File: config.mk
export PLATFORM = sky130hd
export DESIGN_NAME = change_dispenser
export DESIGN_NICKNAME = d
export VERILOG_FILES = /design/src/rtl/change_dispenser.sv
export SDC_FILE = /design/constraint.sdc
export NUM_CORES = 1
export LEC_CHECK = 0
export BUFFER_PORTS_ARGS = -buffer_cell sky130_fd_sc_hd__buf_2
export CELL_PAD_IN_SITES_DETAIL_PLACEMENT = 1
export CELL_PAD_IN_SITES_GLOBAL_PLACEMENT = 1
export CORE_MARGIN = 3
export CORE_UTILIZATION = 25
export DETAILED_ROUTE_END_ITERATION = 8
export GPL_TIMING_DRIVEN = 0
export PLACE_DENSITY_LB_ADDON = 0.2
export SYNTH_ARGS = -nofsm -noshare
export SYNTH_HDL_FRONTEND = slang
export SYNTH_SLANG_ARGS = --single-unit
File: constraint.sdc
create_clock -name clk -period 19.8 [get_ports clk]
set_input_delay 0.99 -clock clk [delete_from_list [all_inputs] [get_ports clk]]
set_output_delay 0.99 -clock clk [all_outputs]
set_load 0.02 [all_outputs]
File: src/rtl/change_dispenser.sv
// Greedy three-denomination change dispenser with valid/ack coin ejector handshake.
// Define STUCK_TIMEOUT_EN to abort a dispense when the ejector stops acking.
module change_dispenser #(
  parameter int AMT_W = 4,
  parameter int D_HI  = 5,
  parameter int D_MID = 2,
  parameter int D_LO  = 1
`ifdef STUCK_TIMEOUT_EN
  ,parameter int TIMEOUT = 15
`endif
) (
  input  logic             clk,
  input  logic             rst_n,
  input  logic             mode,
  input  logic             start,
  input  logic [AMT_W-1:0] amount,
  input  logic             refill_en,
  input  logic [AMT_W-1:0] refill_hi,
  input  logic [AMT_W-1:0] refill_mid,
  input  logic [AMT_W-1:0] refill_lo,
  output logic             coin_valid,
  output logic [1:0]       coin_type,
  input  logic             coin_ack,
  output logic             busy,
  output logic             done,
  output logic             redlight,
  output logic [AMT_W-1:0] inv_hi,
  output logic [AMT_W-1:0] inv_mid,
  output logic [AMT_W-1:0] inv_lo,
  output logic [AMT_W-1:0] undispensed
);

  localparam int PW = AMT_W + 3;

  typedef enum logic [2:0] {
    S_IDLE, S_PLAN, S_DISP, S_DONE, S_ERR
  } state_t;

  state_t           state;
  logic [AMT_W-1:0] amt;
  logic [AMT_W-1:0] p_hi, p_mid, p_lo;

  logic [PW-1:0] a_w, q_hi, q_mid, q_lo;
  logic [PW-1:0] t_hi, t_mid, t_lo;
  logic [PW-1:0] r1, r2, r3;

  always_comb begin
    a_w   = PW'(amt);
    q_hi  = a_w / PW'(D_HI);
    t_hi  = (q_hi < PW'(inv_hi)) ? q_hi : PW'(inv_hi);
    r1    = a_w - t_hi * PW'(D_HI);
    q_mid = r1 / PW'(D_MID);
    t_mid = (q_mid < PW'(inv_mid)) ? q_mid : PW'(inv_mid);
    r2    = r1 - t_mid * PW'(D_MID);
    q_lo  = r2 / PW'(D_LO);
    t_lo  = (q_lo < PW'(inv_lo)) ? q_lo : PW'(inv_lo);
    r3    = r2 - t_lo * PW'(D_LO);
  end

  function automatic logic [1:0] pick(
    input logic [AMT_W-1:0] h,
    input logic [AMT_W-1:0] m
  );
    if (h != '0)      return 2'd2;
    else if (m != '0) return 2'd1;
    else              return 2'd0;
  endfunction

  // pending counts as they will be once the presented coin is acked
  logic [AMT_W-1:0] d_hi, d_mid, d_lo;
  logic             nxt_any;

  always_comb begin
    d_hi  = p_hi;
    d_mid = p_mid;
    d_lo  = p_lo;
    case (coin_type)
      2'd2:    d_hi  = p_hi - 1'b1;
      2'd1:    d_mid = p_mid - 1'b1;
      default: d_lo  = p_lo - 1'b1;
    endcase
    nxt_any = (d_hi != '0) || (d_mid != '0) || (d_lo != '0);
  end

`ifdef STUCK_TIMEOUT_EN
  localparam int TO_W = $clog2(TIMEOUT + 1);
  logic [TO_W-1:0]  cnt;
  logic [PW-1:0]    left_w;
  assign left_w = PW'(p_hi) * PW'(D_HI)
                + PW'(p_mid) * PW'(D_MID)
                + PW'(p_lo) * PW'(D_LO);
`endif

  always_ff @(posedge clk) begin
    if (!rst_n) begin
      state       <= S_IDLE;
      amt         <= '0;
      p_hi        <= '0;
      p_mid       <= '0;
      p_lo        <= '0;
      inv_hi      <= '0;
      inv_mid     <= '0;
      inv_lo      <= '0;
      coin_valid  <= 1'b0;
      coin_type   <= 2'd0;
      busy        <= 1'b0;
      done        <= 1'b0;
      redlight    <= 1'b0;
      undispensed <= '0;
`ifdef STUCK_TIMEOUT_EN
      cnt         <= '0;
`endif
    end else begin
      done <= 1'b0;
      unique case (state)
        S_IDLE: begin
          if (refill_en) begin
            inv_hi  <= refill_hi;
            inv_mid <= refill_mid;
            inv_lo  <= refill_lo;
          end
          if (start && mode) begin
            amt      <= amount;
            redlight <= 1'b0;
            busy     <= 1'b1;
            state    <= S_PLAN;
          end
        end
        S_PLAN: begin
          p_hi  <= t_hi[AMT_W-1:0];
          p_mid <= t_mid[AMT_W-1:0];
          p_lo  <= t_lo[AMT_W-1:0];
          if (r3 != '0) begin
            redlight    <= 1'b1;
            undispensed <= amt;
            done        <= 1'b1;
            state       <= S_ERR;
          end else if (amt == '0) begin
            undispensed <= '0;
            done        <= 1'b1;
            state       <= S_DONE;
          end else begin
            coin_valid <= 1'b1;
            coin_type  <= pick(t_hi[AMT_W-1:0], t_mid[AMT_W-1:0]);
            state      <= S_DISP;
          end
        end
        S_DISP: begin
          if (coin_ack) begin
            p_hi  <= d_hi;
            p_mid <= d_mid;
            p_lo  <= d_lo;
            case (coin_type)
              2'd2:    inv_hi  <= inv_hi - 1'b1;
              2'd1:    inv_mid <= inv_mid - 1'b1;
              default: inv_lo  <= inv_lo - 1'b1;
            endcase
`ifdef STUCK_TIMEOUT_EN
            cnt <= '0;
`endif
            if (nxt_any) begin
              coin_type <= pick(d_hi, d_mid);
            end else begin
              coin_valid  <= 1'b0;
              coin_type   <= 2'd0;
              undispensed <= '0;
              done        <= 1'b1;
              state       <= S_DONE;
            end
          end
`ifdef STUCK_TIMEOUT_EN
          else if (cnt == TO_W'(TIMEOUT - 1)) begin
            cnt         <= '0;
            coin_valid  <= 1'b0;
            coin_type   <= 2'd0;
            redlight    <= 1'b1;
            undispensed <= left_w[AMT_W-1:0];
            done        <= 1'b1;
            state       <= S_ERR;
          end else begin
            cnt <= cnt + 1'b1;
          end
`endif
        end
        S_DONE, S_ERR: begin
          busy  <= 1'b0;
          state <= S_IDLE;
        end
        default: state <= S_IDLE;
      endcase
    end
  end

endmodule

==> results.md, run 1 <==
- Die width: 125 um
- ANT nets after route: 0
- Floorplan core area: 0.0135 mm2
- MaxCap Viol Count: 0
- Most common cell after layout, fill and taps aside: buf_2
- Post-synthesis mux area share: 0.0470
- Flop pwr share: 0.225
- Post-CTS Hold Buffers: 0
- Hold WC Path Type: flip-flop to flip-flop
- First-pass GRT wire length: 20.1 mm
- P_leak: about 1.7 nW
- # IOs: 44
- Final wirelength: 12.4 mm
- Worst Setup SP: amt[1]
- Die area: roughly 0.016 mm2
- Pwr Density: 99.3 mW/mm2
- Post-Synth Simple-Gate Area: 0.234
- Vias in the first global route: 3757
- Post-DP HPWL: 9.71 mm
- DRC: 0
- N_diodes: 0
- Ys flop type: dfxtp_1
- F_max: 0.0979 GHz
- Vias per std cell: 5.22
- Max clock buf depth: 2
- Setup TNS Final: 0 ns
- Post-Synthesis Cells: 453
- Initial antenna violation count: 0
- Slowest stage cell on the critical path: fa_1
- CP most frequent cell: ha_1
- H-Tree Depth: 2
- Buffers and inverters on the worst path: 6
- IR drop worst, VDD: 0.0408 mV
- Most frequent cells in the layout: buf_2, dfxtp_1, a21oi_1
- Final worst slack: 9.58 ns
- # setup viols final: 0
- Top cell type's share of synthesized area: 0.234
- Vias: 3557
- Post-Syn Area: around 0.0035 mm2
- Clock power frac: 0.253
- Global route overflow: 0
- Ys Warns: 0
- Nets: 564
- Max Slew Vio Count: 0
- Post-Synth Adder-Cell Area: 0.138
- Port bufs: between 40 and 50
- Worst endpoint data arrival time: 10.44 ns
- Clock Sinks: 41
- Post-synthesis cell type count: around 70
- Total GRT Usage: 0.163
- Synth Area in Compound Gates: 0.241
- Rows: 42
- #FFs+latches synth: 41
- CTS tree: done
- Slew HR: 0.449
- Max stage delay on crit path: 0.50 ns
- CP endpoint kind: flip-flop
- Pre-antenna DRT Iters: 4
- Worst reg2reg setup slack: between 9 and 10 ns
- RR Startpoint: amt[1]
- Hold Fails Final Rpt: 0
- Synth Area in XOR/XNOR: 0.0388
- Levels on crit path: between 40 and 50
- Final period utilization: 0.516
- Post-synthesis sequential area ratio: 0.234
- Area growth from synthesis to layout: 17.6%
- Main combinational cell family by area after synthesis: compound AO/OA/AOI/OAI gates
- Die span in y: 125 um
- Crit path launch type: flip-flop
- Logic gate share of total power: 0.521
- Most area-consuming cells after synthesis: dfxtp_1, ha_1, a21oi_1
- Psw: 169 uW
- Number of synthesized flops with an enable pin: 0
- Worst clock skew: 0.00860 ns
- Dpl ws: approximately 9.5 ns
- RSZ-0062 raised after global routing: false
- Synth area leader: dfxtp_1
- Critical path class: flip-flop to flip-flop
- Syn avg cell area: 7.76 um2
- Worst-path clk slew: roughly 0.060 ns
- Worst-path fanout max: 10
- CTS-repair resized insts: 0
- Iter 0 DRT Violations: 135
- CP required: 20.02 ns
- Worst-Skew Late Latency: 0.31 ns
- Share of cells above drive strength 1: 0.154
- Switching share of power: 0.412
- CP endpoint: coin_type[0]
- Period minus WS final: 10.22 ns
- Pint: about 240 uW
- Num CTS Buffers: 5
- Root Buffer Master: clkbuf_16
- Mean routed wirelength per cell: 18.2 um
- Final GP Congestion: 0.769
- Post-CTS setup buffer count: 0
- Largest net degree at the start of global routing: 14
- R2R depth: 43
- Initial core utilization: 0.260
- Synth async-reset ratio: 0
- Worst slew pin tran: slightly above 0.8 ns
- Crit path max-delay family: adder cells
- Status: finished, final reports clean
- Reg2Reg Capture Point: coin_type[0]
[synth_stat cells (2+ instances only)]
| library cell | n |
|---|---|
| nand3_1 | 20 |
| a21oi_1 | 40 |
| o21ai_1 | 3 |
| and3_1 | 4 |
| inv_1 | 38 |
| mux2i_1 | 12 |
| o21ai_0 | 30 |
| nor4b_1 | 2 |
| fa_1 | 3 |
| a221oi_1 | 3 |
| mux2_4 | 3 |
| nor4_1 | 4 |
| or3b_2 | 2 |
| nand3b_1 | 4 |
| o21bai_1 | 2 |
| or2_2 | 3 |
| ha_1 | 34 |
| o221ai_1 | 4 |
| nand2_1 | 35 |
| or3_1 | 3 |
| o21a_1 | 3 |
| dfxtp_1 | 41 |
| nor3b_1 | 2 |
| nor2_1 | 35 |
| nor2b_1 | 3 |
| or2_1 | 2 |
| nand4_1 | 5 |
| xor2_1 | 3 |
| xnor2_1 | 10 |
| clkbuf_1 | 15 |
| a31oi_1 | 4 |
| conb_1 | 2 |
| nand2b_1 | 7 |
| a21boi_0 | 2 |
| buf_2 | 3 |
| a22oi_1 | 8 |
| nor3_1 | 16 |
| a211oi_1 | 9 |
[power groups by stage]
stage	clock network, mW	registers [mW]	logic, mW
2_1_floorplan	0	0.0962	0.160
3_3_place_gp	0	0.0943	0.208
3_5_place_dp	0	0.0945	0.214
4_1_cts	0.107	0.0926	0.215
5_1_grt	0.109	0.0934	0.243
6_report	0.104	0.0925	0.214
[area by class of cell]
cell class,instances,area (um2)
timing repair buffer,43,215
buffer,19,82.6
multi-input combinational,356,2470
tap,176,220
sequential,41,821
clock buffer,6,139
fill,1641,9370
clock inverter,2,37.5
inverter,39,146
[worst min path at each step]
stage	startpoint	endpoint	slack (ns)	depth (start not counted)
after global routing	redlight	redlight	0.51	2
after global placement	redlight	redlight	0.46	2
after floorplan	p_hi[1]	p_hi[1]	0.47	2
after CTS	redlight	redlight	0.47	2
final	redlight	redlight	0.46	2
after detailed placement	redlight	redlight	0.46	2
[registers in the layout, summed over array words and instances (netlist names)]
register and flops:
amt 4, busy 1, coin_type 2, coin_valid 1, done 1, inv_hi 4, inv_lo 4, inv_mid 4
p_hi 4, p_lo 4, p_mid 4, redlight 1, state 3, undispensed 4
[tightest hold or removal path, stage by stage (launching register included)]
cell	delay (ns)
dfxtp_1	0.31
inv_1	0.05
a211oi_1	0.05
[cells by family after synthesis]
family	after synthesis
XOR/XNOR	14
adder cells (fa/ha/maj)	37
AND/OR/NAND/NOR	158
flip-flops	41
multiplexers	15
other	2
AO/OA/AOI/OAI	128
buffers and inverters	58
[metal layers]
layer,GRT usage,vias up,part of all wire
met4,0.0600,0,0.023
li1,-,1738,-
met2,0.266,64,0.46
met1,0.217,1740,0.48
met5,0,-,0
met3,0.0270,15,0.040
[metrics by stage]
step	instances	hold WS [ns]	cell area (um2)	util	power (mW)
after floorplan	455	0.468	3520	-	0.256
after global placement	674	0.459	3960	0.293	0.302
after detailed placement	674	0.456	3960	0.293	0.308
after CTS	682	0.470	4130	0.306	0.415
after global routing	682	0.509	4130	0.306	0.446
final	682	0.463	4130	0.306	0.410
Power figures use the tool's default switching activity.
==> run 2, diff against run 1 <==
==> constraint.sdc (replaced) <==
create_clock -name clk -period 9.35 [get_ports clk]
set_input_delay 0.4675 -clock clk [delete_from_list [all_inputs] [get_ports clk]]
set_output_delay 0.4675 -clock clk [all_outputs]
set_load 0.02 [all_outputs]
==> results.md, run 2 (synthesized netlist as in run 1, its figures left out) <==
- # IOs: between 40 and 50
- Crit path max-delay family: adder cells
- Initial core utilization: 0.260
- Slowest stage cell on the critical path: fa_1
- P_leak: 1.83 nW
- DRC: 0
- Final period utilization: 0.956
- Largest net degree at the start of global routing: 14
- F_max: 0.112 GHz
- Final wirelength: roughly 13 mm
- Clock Sinks: between 40 and 50
- MaxCap Viol Count: 0
- Mean routed wirelength per cell: between 15 and 20 um
- Final worst slack: 0.409 ns
- ANT nets after route: 0
- Global route overflow: 0
- Max clock buf depth: 2
- Most common cell after layout, fill and taps aside: buf_2
- Max Slew Vio Count: 0
- Share of cells above drive strength 1: 0.236
- Post-CTS Hold Buffers: 0
- CP most frequent cell: ha_1
- Total Power: 990 uW
- Critical path class: flip-flop to flip-flop
- Worst-path clk slew: 0.06 ns
- Num CTS Buffers: 5
- Max stage delay on crit path: 0.52 ns
- Final GP Congestion: between 0.7 and 0.8
- Die width: 125 um
- H-Tree Depth: 2
- Area growth from synthesis to layout: 27.1%
- Hold Fails Final Rpt: 0
- Floorplan core area: 0.0135 mm2
- Most frequent cells in the layout: buf_2, a21oi_1, dfxtp_1
- Die area: between 0.015 and 0.02 mm2
- RR Startpoint: amt[1]
- Port bufs: 43
- Post-route cell area: 0.00446 mm2
- Hold Crit Endpoint: amt[0]
- Hold Crit Start: amount[0]
- Worst endpoint data arrival time: 9.09 ns
- Post-DP HPWL: 9.71 mm
- Worst slew pin tran: ~0.85 ns
- Placement Cell Area: about 0.0040 mm2
- Worst clock skew: 0.00946 ns
- N_diodes: 0
- Iter 0 DRT Violations: 145
- Crit path launch type: flip-flop
- Period minus WS final: 8.94 ns
- CP required: roughly 9.5 ns
- Reg2Reg Capture Point: coin_type[0]
- Buffers and inverters on the worst path: 6
- Total GRT Usage: 0.166
- Vias in the first global route: 3807
- Hold WC Path Type: input port to flip-flop
- # setup viols final: 0
- Nets: 584
- Worst-Skew Late Latency: 0.31 ns
- Die span in y: approximately 120 um
- IR drop worst, VDD: 0.0778 mV
- Status: finished, final reports clean
- Vias: 3625
- Initial antenna violation count: 0
- Rows: 42
- Hold depth: 3
- Pwr Density: between 200 and 250 mW/mm2
- Worst-path fanout max: 6
- Dpl ws: -0.954 ns
- R2R depth: 41
- Vias per std cell: 5.16
- CP endpoint kind: flip-flop
- First-pass GRT wire length: 20.5 mm
- Root Buffer Master: clkbuf_16
- Worst reg2reg setup slack: roughly 0.41 ns
- Slew HR: 0.431
- Pre-antenna DRT Iters: 4
- CTS tree: done
run 2: cell type report:
type                    instances  area [um2]
well taps                     176         220
clock inverters                 2        37.5
clock buffers                   6         139
inverters                      39         150
plain buffers                  18        83.8
multi-input cells             356        2640
flip-flops and latches         41         825
fillers                      1633        9040
repair buffers                 64         370
run 2: through the flow:
step	util	std cells	hold WS, ns	setup TNS, ns
finish	0.331	702	0.400	0
global route	0.331	702	0.417	-0.0649
CTS	0.317	688	0.398	0
detailed placement	0.293	674	0.456	-9.39
global placement	0.293	674	0.459	-7.52
floorplan	-	455	0.468	0
run 2: how the worst max path moves through the flow:
stage,start,to,slack [ns],cells after the start
6_report,amt[1],coin_type[0],0.41,41
5_1_grt,amt[1],coin_type[0],-0.04,42
4_1_cts,amt[1],coin_type[0],0.06,42
3_5_place_dp,amt[2],coin_type[0],-0.95,41
3_3_place_gp,amt[1],coin_type[0],-0.81,43
2_1_floorplan,amt[1],coin_type[0],0.54,43
run 2: where the power goes:
part           switching (mW)  internal, mW  total, mW
Combinational           0.316         0.259      0.575
Clock                  0.0856         0.134      0.219
Sequential             0.0116         0.185      0.196
run 2: metal layers:
layer,vias to the layer above,track usage,share of wire
met5,-,0,0
met4,0,0.0554,0.021
met3,16,0.0270,0.031
met2,55,0.277,0.48
met1,1782,0.217,0.47
li1,1772,-,-
run 2: repair_timing:
action	CTS	global route
resized for setup	19	19
cloned	0	1
setup buffers	7	13
pin swaps	6	14
setup endpoints to repair	12	12
run 2: worst min-delay path: cells and delay by family:
family                 cells  cell delay (ns)
buffers and inverters      1             0.07
multiplexers               1             0.05
AND/OR/NAND/NOR            1             0.07
